[config.mk]
export PLATFORM = sky130hd
export DESIGN_NAME = audio_envelope
export DESIGN_NICKNAME = d
export VERILOG_FILES = /design/src/rtl/audio_envelope.sv
export SDC_FILE = /design/constraint.sdc
export NUM_CORES = 1
export LEC_CHECK = 0
export ABC_AREA = 1
export CELL_PAD_IN_SITES_DETAIL_PLACEMENT = 0
export CELL_PAD_IN_SITES_GLOBAL_PLACEMENT = 2
export CORE_MARGIN = 8
export CORE_UTILIZATION = 34
export DETAILED_ROUTE_END_ITERATION = 8
export GPL_TIMING_DRIVEN = 0
export PLACE_DENSITY_LB_ADDON = 0.1
export SLEW_MARGIN = 20
export SYNTH_ARGS = -nofsm -noshare
export SYNTH_HDL_FRONTEND = slang
export SYNTH_SLANG_ARGS = --single-unit
[constraint.sdc]
create_clock -name clk -period 11 [get_ports clk]
set_clock_uncertainty 0.05 [all_clocks]
set_input_delay 2.75 -clock clk [delete_from_list [all_inputs] [get_ports clk]]
set_output_delay 2.75 -clock clk [all_outputs]
set_load 0.01 [all_outputs]
[src/rtl/audio_envelope.sv]
// Attack/sustain/release gain envelope applied to a stereo tone stream.
// Define ENVELOPE_RELEASE_EN to ramp down on rests; otherwise a rest cuts straight to IDLE.
module audio_envelope #(
    parameter int STEP_CYCLES = 100000,
    parameter int GAIN_W      = 4
) (
    input  logic                clk,
    input  logic                rst_n,
    input  logic [22:0]         note_div,
    input  logic [15:0]         audio_in_left,
    input  logic [15:0]         audio_in_right,
    input  logic [3:0]          volume,
    input  logic                mute,
    output logic [15:0]         audio_out_left,
    output logic [15:0]         audio_out_right,
    output logic [1:0]          env_state,
    output logic [GAIN_W-1:0]   gain
);
    // state   | meaning
    // IDLE    | silent, g = 0, waiting for a note
    // ATTACK  | g climbs one step per tick toward volume
    // SUSTAIN | g follows volume
    // RELEASE | g falls one step per tick to 0 (release builds only)

    localparam int CNT_W  = $clog2(STEP_CYCLES);
    localparam int PROD_W = 17 + GAIN_W;
    localparam logic [CNT_W-1:0] CNT_LAST = CNT_W'(STEP_CYCLES - 1);

    typedef enum logic [1:0] {
        ST_IDLE    = 2'd0,
        ST_ATTACK  = 2'd1,
        ST_SUSTAIN = 2'd2,
        ST_RELEASE = 2'd3
    } env_state_t;

    env_state_t         state, state_nxt;
    logic [GAIN_W-1:0]  g, g_nxt, g_inc, vol_g;
    logic [22:0]        note_q;
    logic [CNT_W-1:0]   cnt;
    logic               note_event, tick;

    logic signed [PROD_W-1:0] in_l_ext, in_r_ext, gain_ext, prod_l, prod_r;

    assign note_event = (note_div != note_q);
    assign tick       = (cnt == CNT_LAST);
    assign vol_g      = GAIN_W'(volume);
    assign g_inc      = g + GAIN_W'(1);

    // A note event outranks a coincident tick: g holds for that cycle.
    always_comb begin
        state_nxt = state;
        g_nxt     = g;
        if (note_event) begin
            if (note_div != '0) begin
                state_nxt = ST_ATTACK;
            end else if (state == ST_ATTACK || state == ST_SUSTAIN) begin
`ifdef ENVELOPE_RELEASE_EN
                state_nxt = ST_RELEASE;
`else
                state_nxt = ST_IDLE;
                g_nxt     = '0;
`endif
            end
        end else if (tick) begin
            case (state)
                ST_IDLE: g_nxt = '0;
                ST_ATTACK: begin
                    if (g >= vol_g) begin
                        g_nxt     = vol_g;
                        state_nxt = ST_SUSTAIN;
                    end else begin
                        g_nxt = g_inc;
                        if (g_inc == vol_g) state_nxt = ST_SUSTAIN;
                    end
                end
                ST_SUSTAIN: g_nxt = vol_g;
`ifdef ENVELOPE_RELEASE_EN
                ST_RELEASE: begin
                    if (g == '0) begin
                        state_nxt = ST_IDLE;
                    end else begin
                        g_nxt = g - GAIN_W'(1);
                        if (g == GAIN_W'(1)) state_nxt = ST_IDLE;
                    end
                end
`endif
                default: begin
                    state_nxt = ST_IDLE;
                    g_nxt     = '0;
                end
            endcase
        end
    end

    // Unsigned gain is zero-extended so the signed product stays exact.
    assign in_l_ext = {{(PROD_W-16){audio_in_left[15]}}, audio_in_left};
    assign in_r_ext = {{(PROD_W-16){audio_in_right[15]}}, audio_in_right};
    assign gain_ext = {{(PROD_W-GAIN_W){1'b0}}, g};
    assign prod_l   = in_l_ext * gain_ext;
    assign prod_r   = in_r_ext * gain_ext;

    always_ff @(posedge clk) begin
        if (!rst_n) begin
            state           <= ST_IDLE;
            g               <= '0;
            note_q          <= '0;
            cnt             <= '0;
            audio_out_left  <= '0;
            audio_out_right <= '0;
        end else begin
            state  <= state_nxt;
            g      <= g_nxt;
            note_q <= note_div;
            if (note_event || tick) cnt <= '0;
            else                    cnt <= cnt + CNT_W'(1);
            if (mute) begin
                audio_out_left  <= '0;
                audio_out_right <= '0;
            end else begin
                audio_out_left  <= 16'(prod_l >>> 4);
                audio_out_right <= 16'(prod_r >>> 4);
            end
        end
    end

    assign env_state = state;
    assign gain      = g;

endmodule

==> summary.md <==
| Metric | Value |
|---|---|
| Final worst slack | `4.81 ns` |
| Total congestion overflow | `0` |
| Measured slew at the worst slew-check pin | `0.809 ns` |
| Grt met1 use | `21.1%` |
| Full die area | `29500 µm²` |
| Slew HR | `46.1%` |
| Top-count cell post-synth | `inv_1` |
| Post-Synth Adder-Cell Area | `27.1%` |
| Final Cycle Share | `56.3%` |
| Gp weighted congestion | `0.813` |
| Pre-Repair DR Iteration Count | `7` |
| Die X | `172 µm` |
| Vias per std cell | `4.36` |
| Area growth, synth to finish | `20.6%` |
| # hold bufs at CTS | `0` |
| Worst Setup End Kind | `register` |
| DRC viols | `0` |
| Combinational family with the most area after synthesis | `adder cells` |
| Met3 global-route usage | `2.07%` |
| Post-synth ARST share | `0%` |
| Vias | `7405` |
| Status | `finished, final reports clean` |
| Hold Path Cell Cnt | `1` |
| Htree depth | `3` |
| Worst-case hold slack | `0.408 ns` |
| # rows | `57` |
| Post-Synth XOR/XNOR Area | `1.38%` |
| Largest stage delay, worst path | `0.56 ns` |
| Crit start category | `input port` |
| Power Density | `67.1 nW/µm²` |
| RSZ-0062 raised after global routing | `no` |
| Initial core utilization | `34.3%` |
| Final core occ | `41.3%` |
| Required @ worst endpoint | `11.20 ns` |
| Largest cells by area after synthesis | `dfxtp_1, inv_1, nand2_1` |
| Min cycle time layout | `6.19 ns` |
| Ys Warns | `0` |
| Busiest grt layer | `met2` |
| Post-synth cell types | `41` |
| Share of cells above drive strength 1 | `3.64%` |
| DP Worst Slack | `4.44 ns` |
| Worst-path clk slew | `0.06 ns` |
| Detail Route Antenna Nets | `0` |
| Mapped Area | `8240 µm²` |
| Max IR drop VDD | `0.0831 mV` |
| CTS buffer count | `9` |
| Max Root-Sink Buffers | `2` |
| F_max | `0.161 GHz` |
| First-pass GRT wire length | `36700 µm` |
| Largest net degree at the start of global routing | `15` |
| Die H | `172 µm` |
| Post-detail-place hpwl | `18400 µm` |
| Cts repair resizes | `0` |
| Worst endpoint data arrival time | `6.40 ns` |
| WP depth | `17` |
| TritonCTS Sinks | `78` |
| P_leak | `5.74 nW` |
| Ports | `100` |
| Dominant cell type by area after synthesis | `dfxtp_1` |
| Clock latency on the worst-skew pair | `0.35 ns` |
| Vias in the first global route | `7369` |
| Final Hold Viols | `0` |
| Synth Instances | `1258` |
| WL/cell | `12.9 µm` |
| Critical path class | `in -> reg` |
| Maxcap violations | `0` |
| Met2 Use GR | `26.2%` |
| Nets | `1571` |
| Initial antenna violation count | `0` |
| CORE AREA | `24000 µm²` |
| Post-synthesis mux area share | `0%` |
| CTS Root Cell | `clkbuf_16` |
| Hold Path Class | `reg -> reg` |
| Max Slew Vio Count | `0` |
| Detailed Route Iter0 Violations | `350` |
| Post-synth top cells | `inv_1, nand2_1, nor2_1` |
| Crit-path leading delay family | `adder cells` |
| Power, Total | `0.000666 W` |
| Antenna cells | `0` |
| Slowest CP cell | `clkdlybuf4s50_1` |
| Crit Path Max Fanout | `5` |
| Synth Register Bits | `78` |
| Endpoints failing setup | `0` |
| Worst path bufs/invs | `5` |
| Compound-Gate Fraction of Synth Area | `9.31%` |
| Post-synth EDFFs | `0` |
| Simple-gate share of the synthesized area | `26.0%` |
| Final Routed Wirelength | `21900 µm` |
| Seq/Total Area, Yosys | `18.9%` |
| Mapped Nets | `1461` |
| Post-synth top flop | `dfxtp_1` |
| Post-CTS Setup Bufs | `0` |
| R2R cell count | `18` |
| CTS tree | `built` |
| Post-synth top area share | `18.9%` |
| Cell Chain, Critical Path | `clkdlybuf4s50_1 -> nand2_1 -> inv_1 -> ha_1 -> fa_1 -> inv_1 -> fa_1 -> inv_1 -> ha_1 -> nand2_1 -> inv_1 -> nand4_1 -> o211ai_1 -> nand3_1 -> nand2_1 -> nand2_1 -> a21oi_1` |
| GRT Total Usage | `15.7%` |
| Syn Area/Cell | `6.55 µm²` |
| Setup TNS | `0 ns` |
| IO Port Bufs | `99` |
==> power breakdown <==
part / internal, W / switching [W] / leakage, nW
logic: 0.0000296 / 0.0000320 / 4.95
registers: 0.000287 / 0.00000226 / 0.635
clock network: 0.000178 / 0.000137 / 0.147
total: 0.000495 / 0.000171 / 5.74
==> layout make-up <==
cell class	count	area, µm²
inverters	356	1340
repair buffers	99	991
plain buffers	21	88.8
multi-input cells	803	5250
flip-flops and latches	78	1560
clock buffers	10	229
fillers	2620	14100
clock inverters	6	70.1
well taps	324	405
==> cells by family after synthesis <==
family                     after synthesis
AOI/OAI and AO/OA                      134
xor gates and xnor gates                13
adders and majority gates              141
buffers and inverters                  377
DFF                                     78
and+or+nand+nor                        515
==> per-layer routing <==
layer,vias to the layer above,wire (µm)
li1,3971,-
met1,3315,11000
met2,99,9960
met3,20,689
met4,0,308
met5,-,0
==> registers in the layout, summed over array words and instances, names as in the netlist <==
register / cells
gain: 4
cnt: 17
audio_out_left: 16
note_q: 23
env_state: 2
audio_out_right: 16
==> final timing paths <==
path / from / endpoint / slack (ns)
setup / recovery: audio_in_left[3] / audio_out_left[15] / 4.81
hold / removal: cnt[0] / cnt[0] / 0.41
setup reg to reg: gain[3] / audio_out_left[15] / 6.33
hold reg to reg: cnt[0] / cnt[0] / 0.41
==> cell usage in the layout, fill, tap and decap left out, types with 7 or more instances in the layout <==
master             n
o21ai_0           32
a31oi_1            7
ha_1              79
clkdlybuf4s50_1   99
nand4_1           10
xor2_1            10
clkbuf_1          15
nand2_1          345
nor2_1            82
dfxtp_1           78
nand3_1           42
a21oi_1           64
nor2_2             7
clkbuf_16          9
fa_1              62
nor3_1             8
inv_1            353
==> metrics by stage <==
| stage | cell area, µm² | cells |
|---|---|---|
| floorplan | 8240 | 1258 |
| global placement | 9640 | 1681 |
| detailed placement | 9640 | 1681 |
| CTS | 9940 | 1697 |
| global route | 9940 | 1697 |
| finish | 9940 | 1697 |
(Power assumes the default switching activity.)
